===== src/rtl/seg7_pkg.sv =====
// Shared constants and types for the 7-segment capture monitor.
package seg7_pkg;

   localparam int STABLE_CYCLES_DEFAULT = 4;

   localparam logic [7:0] BLANK = 8'h00;

   // Segment byte for each hex nibble, bit map {m, lt, t, rt, lb, b, rb, dp}.
   localparam logic [7:0] SEG_CODE [16] = '{
      8'h7E, 8'h12, 8'hBC, 8'hB6, 8'hD2, 8'hE6, 8'hEE, 8'h32,
      8'hFE, 8'hF2, 8'hFA, 8'hCE, 8'h6C, 8'h9E, 8'hEC, 8'hE8
   };

   typedef enum logic {SETTLE, LOCKED} state_t;

endpackage


===== src/rtl/seg7_dec.sv =====
// Combinational decode of one segment byte back to its hex nibble.
module seg7_dec
   import seg7_pkg::*;
(
   input  logic [7:0] seg,
   output logic       legal,
   output logic [3:0] nibble,
   output logic       blank
);

   always_comb begin
      legal  = 1'b0;
      nibble = 4'h0;
      for (int i = 0; i < 16; i++) begin
         if (seg == SEG_CODE[i]) begin
            legal  = 1'b1;
            nibble = 4'(i);
         end
      end
      blank = (seg == BLANK);
   end

endmodule


===== src/rtl/seg7_capture.sv =====
// Loopback monitor: synchronizes the remote digit pins, waits for a stable
// pattern, decodes it and hands the number over a valid/ready interface.
module seg7_capture
   import seg7_pkg::*;
#(
   parameter int STABLE_CYCLES = STABLE_CYCLES_DEFAULT,
   parameter int CNT_W         = 8
) (
   input  logic        clk,
   input  logic        resetn,
   input  logic [7:0]  dpy0_in,
   input  logic [7:0]  dpy1_in,
   output logic [7:0]  num_data,
   output logic        num_valid,
   input  logic        num_ready,
   output logic        err_invalid,
   output logic [15:0] err_raw,
   output logic        err_overrun,
   input  logic        err_clr
);

   localparam logic [CNT_W-1:0] CNT_LAST = CNT_W'(STABLE_CYCLES - 1);
   localparam logic [CNT_W-1:0] CNT_ONE  = CNT_W'(1);

   logic [15:0]      sync_reg;
   logic [15:0]      samp_reg;
   logic [15:0]      prev_reg;
   logic [CNT_W-1:0] cnt_reg;
   state_t           state_reg;

   logic [1:0]       dec_legal;
   logic [1:0]       dec_blank;
   logic [3:0]       dec_nib [2];

   genvar gi;
   generate
      for (gi = 0; gi < 2; gi++) begin : g_dec
         seg7_dec u_dec (
            .seg    (samp_reg[gi*8 +: 8]),
            .legal  (dec_legal[gi]),
            .nibble (dec_nib[gi]),
            .blank  (dec_blank[gi])
         );
      end
   endgenerate

   logic changed;
   logic accept;
   logic capture;
   logic invalid;
   logic consume;

   assign changed = (samp_reg != prev_reg);
   assign accept  = (state_reg == SETTLE) && !changed && (cnt_reg == CNT_LAST);
   assign capture = accept && (&dec_legal);
   // An all-blank display is idle, not an error; a half-blank one is illegal.
   assign invalid = accept && !(&dec_legal) && !(&dec_blank);
   assign consume = num_valid && num_ready;

   always_ff @(posedge clk) begin
      if (!resetn) begin
         sync_reg    <= '0;
         samp_reg    <= '0;
         prev_reg    <= '0;
         cnt_reg     <= '0;
         state_reg   <= SETTLE;
         num_data    <= '0;
         num_valid   <= 1'b0;
         err_invalid <= 1'b0;
         err_raw     <= '0;
         err_overrun <= 1'b0;
      end else begin
         sync_reg <= {dpy1_in, dpy0_in};
         samp_reg <= sync_reg;
         prev_reg <= samp_reg;

         if (capture) begin
            num_data  <= {dec_nib[1], dec_nib[0]};
            num_valid <= 1'b1;
         end else if (consume) begin
            num_valid <= 1'b0;
         end

         // New error events take priority over a simultaneous clear.
         if (capture && num_valid && !num_ready) begin
            err_overrun <= 1'b1;
         end else if (err_clr) begin
            err_overrun <= 1'b0;
         end

         if (invalid) begin
            err_invalid <= 1'b1;
            err_raw     <= samp_reg;
         end else if (err_clr) begin
            err_invalid <= 1'b0;
         end

         case (state_reg)
            SETTLE: begin
               if (changed) begin
                  cnt_reg <= '0;
               end else if (cnt_reg == CNT_LAST) begin
                  state_reg <= LOCKED;
               end else begin
                  cnt_reg <= cnt_reg + CNT_ONE;
               end
            end
            LOCKED: begin
               if (changed) begin
                  cnt_reg   <= '0;
                  state_reg <= SETTLE;
               end
            end
            default: begin
               cnt_reg   <= '0;
               state_reg <= SETTLE;
            end
         endcase
      end
   end

endmodule


===== config.mk =====
export PLATFORM = sky130hd
export DESIGN_NAME = seg7_capture
export DESIGN_NICKNAME = d
export VERILOG_FILES = /design/src/rtl/seg7_pkg.sv /design/src/rtl/seg7_dec.sv /design/src/rtl/seg7_capture.sv
export SDC_FILE = /design/constraint.sdc
export NUM_CORES = 1
export LEC_CHECK = 0
export ABC_AREA = 1
export CORE_ASPECT_RATIO = 0.9
export CORE_MARGIN = 2
export CORE_UTILIZATION = 50
export CTS_CLUSTER_SIZE = 8
export DETAILED_ROUTE_END_ITERATION = 10
export PLACE_DENSITY = 0.8
export SYNTH_ARGS = -nofsm -noshare
export SYNTH_HDL_FRONTEND = slang
export SYNTH_SLANG_ARGS = --single-unit

===== constraint.sdc =====
create_clock -name clk -period 3.5 [get_ports clk]
set_input_delay 0.875 -clock clk [delete_from_list [all_inputs] [get_ports clk]]
set_output_delay 0.875 -clock clk [all_outputs]
set_load 0.02 [all_outputs]

# After elaboration in Yosys (flattened, before gate mapping)
# Index checks and enable logic that the tools add are counted.
[totals]
ff_bits = 84
out_inout_bits = 27
elab_cells = 143
[classes]
add_sub_neg = 1
n_eq_ne = 36
muxes = 75
bitwise = 1
n_reduce_logical = 20
[op_table]
columns = ["cell", "n"]
rows = [
  ["$eq 8x8->1 const B", 24],
  ["$mux 4", 16],
  ["$mux 1", 42],
  ["$eq 8x7->1 const B", 4],
  ["$mux 3", 8],
  ["$mux 8", 3],
  ["$eq 8x5->1 const B", 2],
  ["$eq 8x6->1 const B", 2],
  ["$logic_not 8->1", 2],
  ["$ne 16x16->1", 1],
  ["$pmux 8 s2", 1],
  ["$add 8x1->8 const B", 1],
  ["$eq 8x2->1 const B", 1],
  ["$logic_and 1x1->1", 8],
  ["$mux 2", 4],
  ["$reduce_and 2->1", 3],
  ["$reduce_bool 2->1", 3],
  ["$logic_not 1->1", 4],
  ["$ne 3x3->1 const B", 1],
  ["$ne 2x1->1 const B", 1],
  ["$pmux 1 s2", 1],
  ["$not 1->1", 1],
]

# Longest topological paths before layout
[depth]
depth_word = 22
ltp_mapped = 14
ltp_nobuf = 12

# Modules after synthesis
# Synthesis repeated with hierarchy kept, for this count alone.
[hier_totals]
cells_unflattened = 643
hier_area_um2 = 4100.2
[by_module_without_submodules]
columns = ["mod", "instances", "cells_each", "area_each_um2"]
rows = [
  ["seg7_capture", 1, 487, 3372.0],
  ["seg7_dec", 2, 78, 364.1],
]

# Worst setup path before layout
# OpenSTA, ideal clock, no wires.
[synth_timing]
path_type = "input to register"
start = "input resetn"
end = "register cnt_reg[0]"
setup_time_ns = 0.070
arrival_ns = 1.656
required_ns = 3.430
setup_slack_ns = 1.774
cell_stages = 5
n_path_buf = 1
cell_sequence = "clkbuf_1 > inv_1 > nor2_1 > inv_1 > a21oi_1"
[synth_lines]
columns = ["element", "line_no", "text"]
rows = [
  ["from (decl)", "seg7_capture.sv:10", "input logic resetn,"],
  ["to (signal assigned)", "seg7_capture.sv:105", "cnt_reg <= cnt_reg + CNT_ONE;"],
  ["to (decl)", "seg7_capture.sv:28", "logic [CNT_W-1:0] cnt_reg;"],
]

# Worst setup path in the final report
[layout_timing]
start = "register samp_reg[11]"
end = "register err_raw[4]"
[layout_via]
elab_chain_cells = 21
word_cells_on_any_way = 43
classes_between = "eq/ne (17); mux (16); reduce/logical (10)"
[layout_lines]
columns = ["element", "line_no", "text"]
rows = [
  ["from (decl)", "seg7_capture.sv:26", "logic [15:0] samp_reg;"],
  ["from (signal assigned)", "seg7_capture.sv:74", "samp_reg <= sync_reg;"],
  ["$eq 8x7->1", "seg7_dec.sv:15", "if (seg == SEG_CODE[i]) begin"],
  ["$mux 1 (16 in a row)", "seg7_dec.sv:15", ""],
  ["$reduce_and 2->1", "seg7_capture.sv:57", "assign invalid = accept && !(&dec_legal) && !(&dec_blank);"],
  ["$logic_not 1->1", "seg7_capture.sv:57", ""],
  ["$logic_and 1x1->1", "seg7_capture.sv:57", ""],
  ["$logic_and 1x1->1 (*)", "seg7_capture.sv:57", ""],
  ["to (signal assigned)", "seg7_capture.sv:93", "err_raw <= samp_reg;"],
  ["to (decl)", "seg7_capture.sv:17", "output logic [15:0] err_raw,"],
]
# Mark *: on every way between the ends. The rest lies on a longest branch, timed or not.
# A chain may end at the register's enable or synchronous reset.

==> flow_summary.ini <==
[outcome]
status = completed

[synth]
synth.most_common_cell = nand2_1
yosysTopAreaCell = dfxtp_1
synth_warnings = 0
synth-simple-area-share_pct = 36.1
synth_edf_count = 0
synthAdderAreaFrac_pct = 0.325
yosysSeqAreaShare_pct = 43.7
synth_area_per_cell_sq_um = 6.69
synth_seq_cells = 84
synth_area_leaders = dfxtp_1 44%, nand2_1 16%, inv_1 11%
synthMuxAreaShare_pct = 0
synth_compound_area_share_pct = 2.41
yosys.cell_types.count = 28
synth_nets = 596
netlist.area_leader.share_pct = 43.7
syn_inst = 575
ys.flop_type = dfxtp_1
ys_top_cells_by_count = 166 x nand2_1, 113 x inv_1, 84 x dfxtp_1
synth_area_sq_um = 3840
yosys.area_share.xor_xnor_pct = 3.64
async_flop_share_pct = 0
synth_top_family_by_area = simple AND/OR/NAND/NOR gates

[setup_path]
cp-start-kind = flip-flop
worst_ep_arrival_time_ns = 2.54
cp-end-kind = flip-flop
required_ns = 3.76
path_class = flip-flop to flip-flop
worstPathMaxFanout = 17
r2r_setup_slack_ns = 1.22

[clock_network]
post_cts_buffers = 0
cts_tree = built
h-tree-depth = 3
cts-root-buf = clkbuf_8
clk_path_buf_depth = 2
cts_resized = 0
cts_made_buffers = 9
ctsHoldBuffers = 0
clkTransAtPathRegs_ns = 0.09
clk_latency_ns = 0.37
clkSinkCount = 84

[timing]
fin_ws_ns = 1.22
post-route-period-util_pct = 65.0
fmax_mhz = 439
finalSetupTns_ns = 0
rsz0062_at_grt = no
setup_viol = 0
worst_pin_slew_ns = 0.657
slew_headroom_pct = 56.0
clock-skew-final_ns = 0.0112
slew_viol_final = 0
min_period_ns = 2.28
whs_ns = 0.413
hold_violations = 0

[global_routing]
grt_max_degree = 73
globalRouteOverflowTotal = 0
grt_pass1_vias = 3126
grt_pass1_wl_um = 13000
antenna_found_initial = 0
track_usage_pct = 19.7

[detailed_routing]
dr_wl_met2_um = 3280
route.detailed.drc = 0
routed_wl_um = 7550
drt_iter0_markers = 242
highest_layer = met4
met3WireLength_um = 459
ant_nets = 0
wl_per_cell_um = 10.5
viasPerCell = 4.67
drt-met1-wl_um = 3630
vias = 3362
drtPass1Iterations = 5

[floorplanning]
start_util_pct = 51.2
die_h_um = 87.2
dieArea_sq_um = 8410
core_sq_um = 7510
ios = 47
dieWidth_um = 96.4
placementRows = 30

[place]
gp_congestion = 0.987
hpwlAfterDp_um = 5660
port_buffers = 46
dpl_worst_slack_ns = 1.29

[run]
cap_violations = 0

[layout]
fin_nets = 640
drive_gt1_share_pct = 8.17
n_antenna_cell = 0
syn2layout_area_growth_pct = 18.8

[hold_path]
hold_path_class = flip-flop to flip-flop

[power_and_ir_drop]
ir_drop_mv = 0.310
power_leakage_nw = 2.44
powerDensity_nw_per_um2 = 398
[layout by cell type (no fill, tap or decap), types with 8 or more instances in the layout]
cell type,instances
clkdlybuf4s50_1,45
nand2_2,9
a21oi_1,12
nand3_1,15
clkbuf_8,9
inv_1,113
nor2_1,83
nor2_2,8
xor2_1,16
inv_2,11
dfxtp_1,84
nand2_1,166
nand4_1,29
[power by group]
| part | leakage (nW) | total (W) | internal [W] | switching [W] |
|---|---|---|---|---|
| clock | 0.107 | 0.000715 | 0.000342 | 0.000373 |
| combinational | 1.65 | 0.000110 | 0.0000443 | 0.0000660 |
| sequential | 0.685 | 0.000994 | 0.000977 | 0.0000162 |
[logic make-up after synthesis]
| family | Yosys count |
|---|---|
| AND/OR/NAND/NOR | 319 |
| flip-flops | 84 |
| XOR/XNOR | 16 |
| AO/OA/AOI/OAI | 17 |
| buffers and inverters | 138 |
| adder cells (fa/ha/maj) | 1 |
[per-stage QoR]
step | total power, W | util, % | cell area (sq um) | std cells
2_1_floorplan | 0.00109 | - | 3840 | 575
3_3_place_gp | 0.00112 | 58.1 | 4360 | 704
3_5_place_dp | 0.00113 | 58.1 | 4360 | 704
4_1_cts | 0.00184 | 60.9 | 4570 | 720
5_1_grt | 0.00189 | 60.9 | 4570 | 720
6_report | 0.00182 | 60.9 | 4570 | 720
[worst max-delay path, cell delays in order, from the launching register on]
cell and delay (ns):
dfxtp_1 0.36, inv_1 0.13, nand2_1 0.09, nor2_1 0.22, nand2_1 0.08, nor2_1 0.09, nand4_1 0.52, nand3_4 0.48
nand2_1 0.10, inv_1 0.07, nor2_1 0.04
[layer usage]
| layer | vias up | GRT usage (%) |
|---|---|---|
| met5 | - | 0 |
| met4 | 0 | 9.09 |
| met3 | 17 | 5.19 |
| met2 | 113 | 31.6 |
| met1 | 1441 | 24.8 |
| li1 | 1791 | - |
[final cells by class]
type	instances	area [sq um]
fill	714	2940
sequential	84	1680
multi-input combinational	353	1630
inverter	124	465
timing repair buffer	47	463
clock buffer	9	124
tap	96	120
clock inverter	7	81.3
[path summary, 6_finish.rpt]
path | end | startpoint | cells past startpoint
setup / recovery | err_raw[4] | samp_reg[11] | 10
hold / removal | samp_reg[2] | sync_reg[2] | 2
setup reg to reg | err_raw[4] | samp_reg[11] | 10
hold reg to reg | samp_reg[2] | sync_reg[2] | 2
Power figures use the tool's default switching activity.
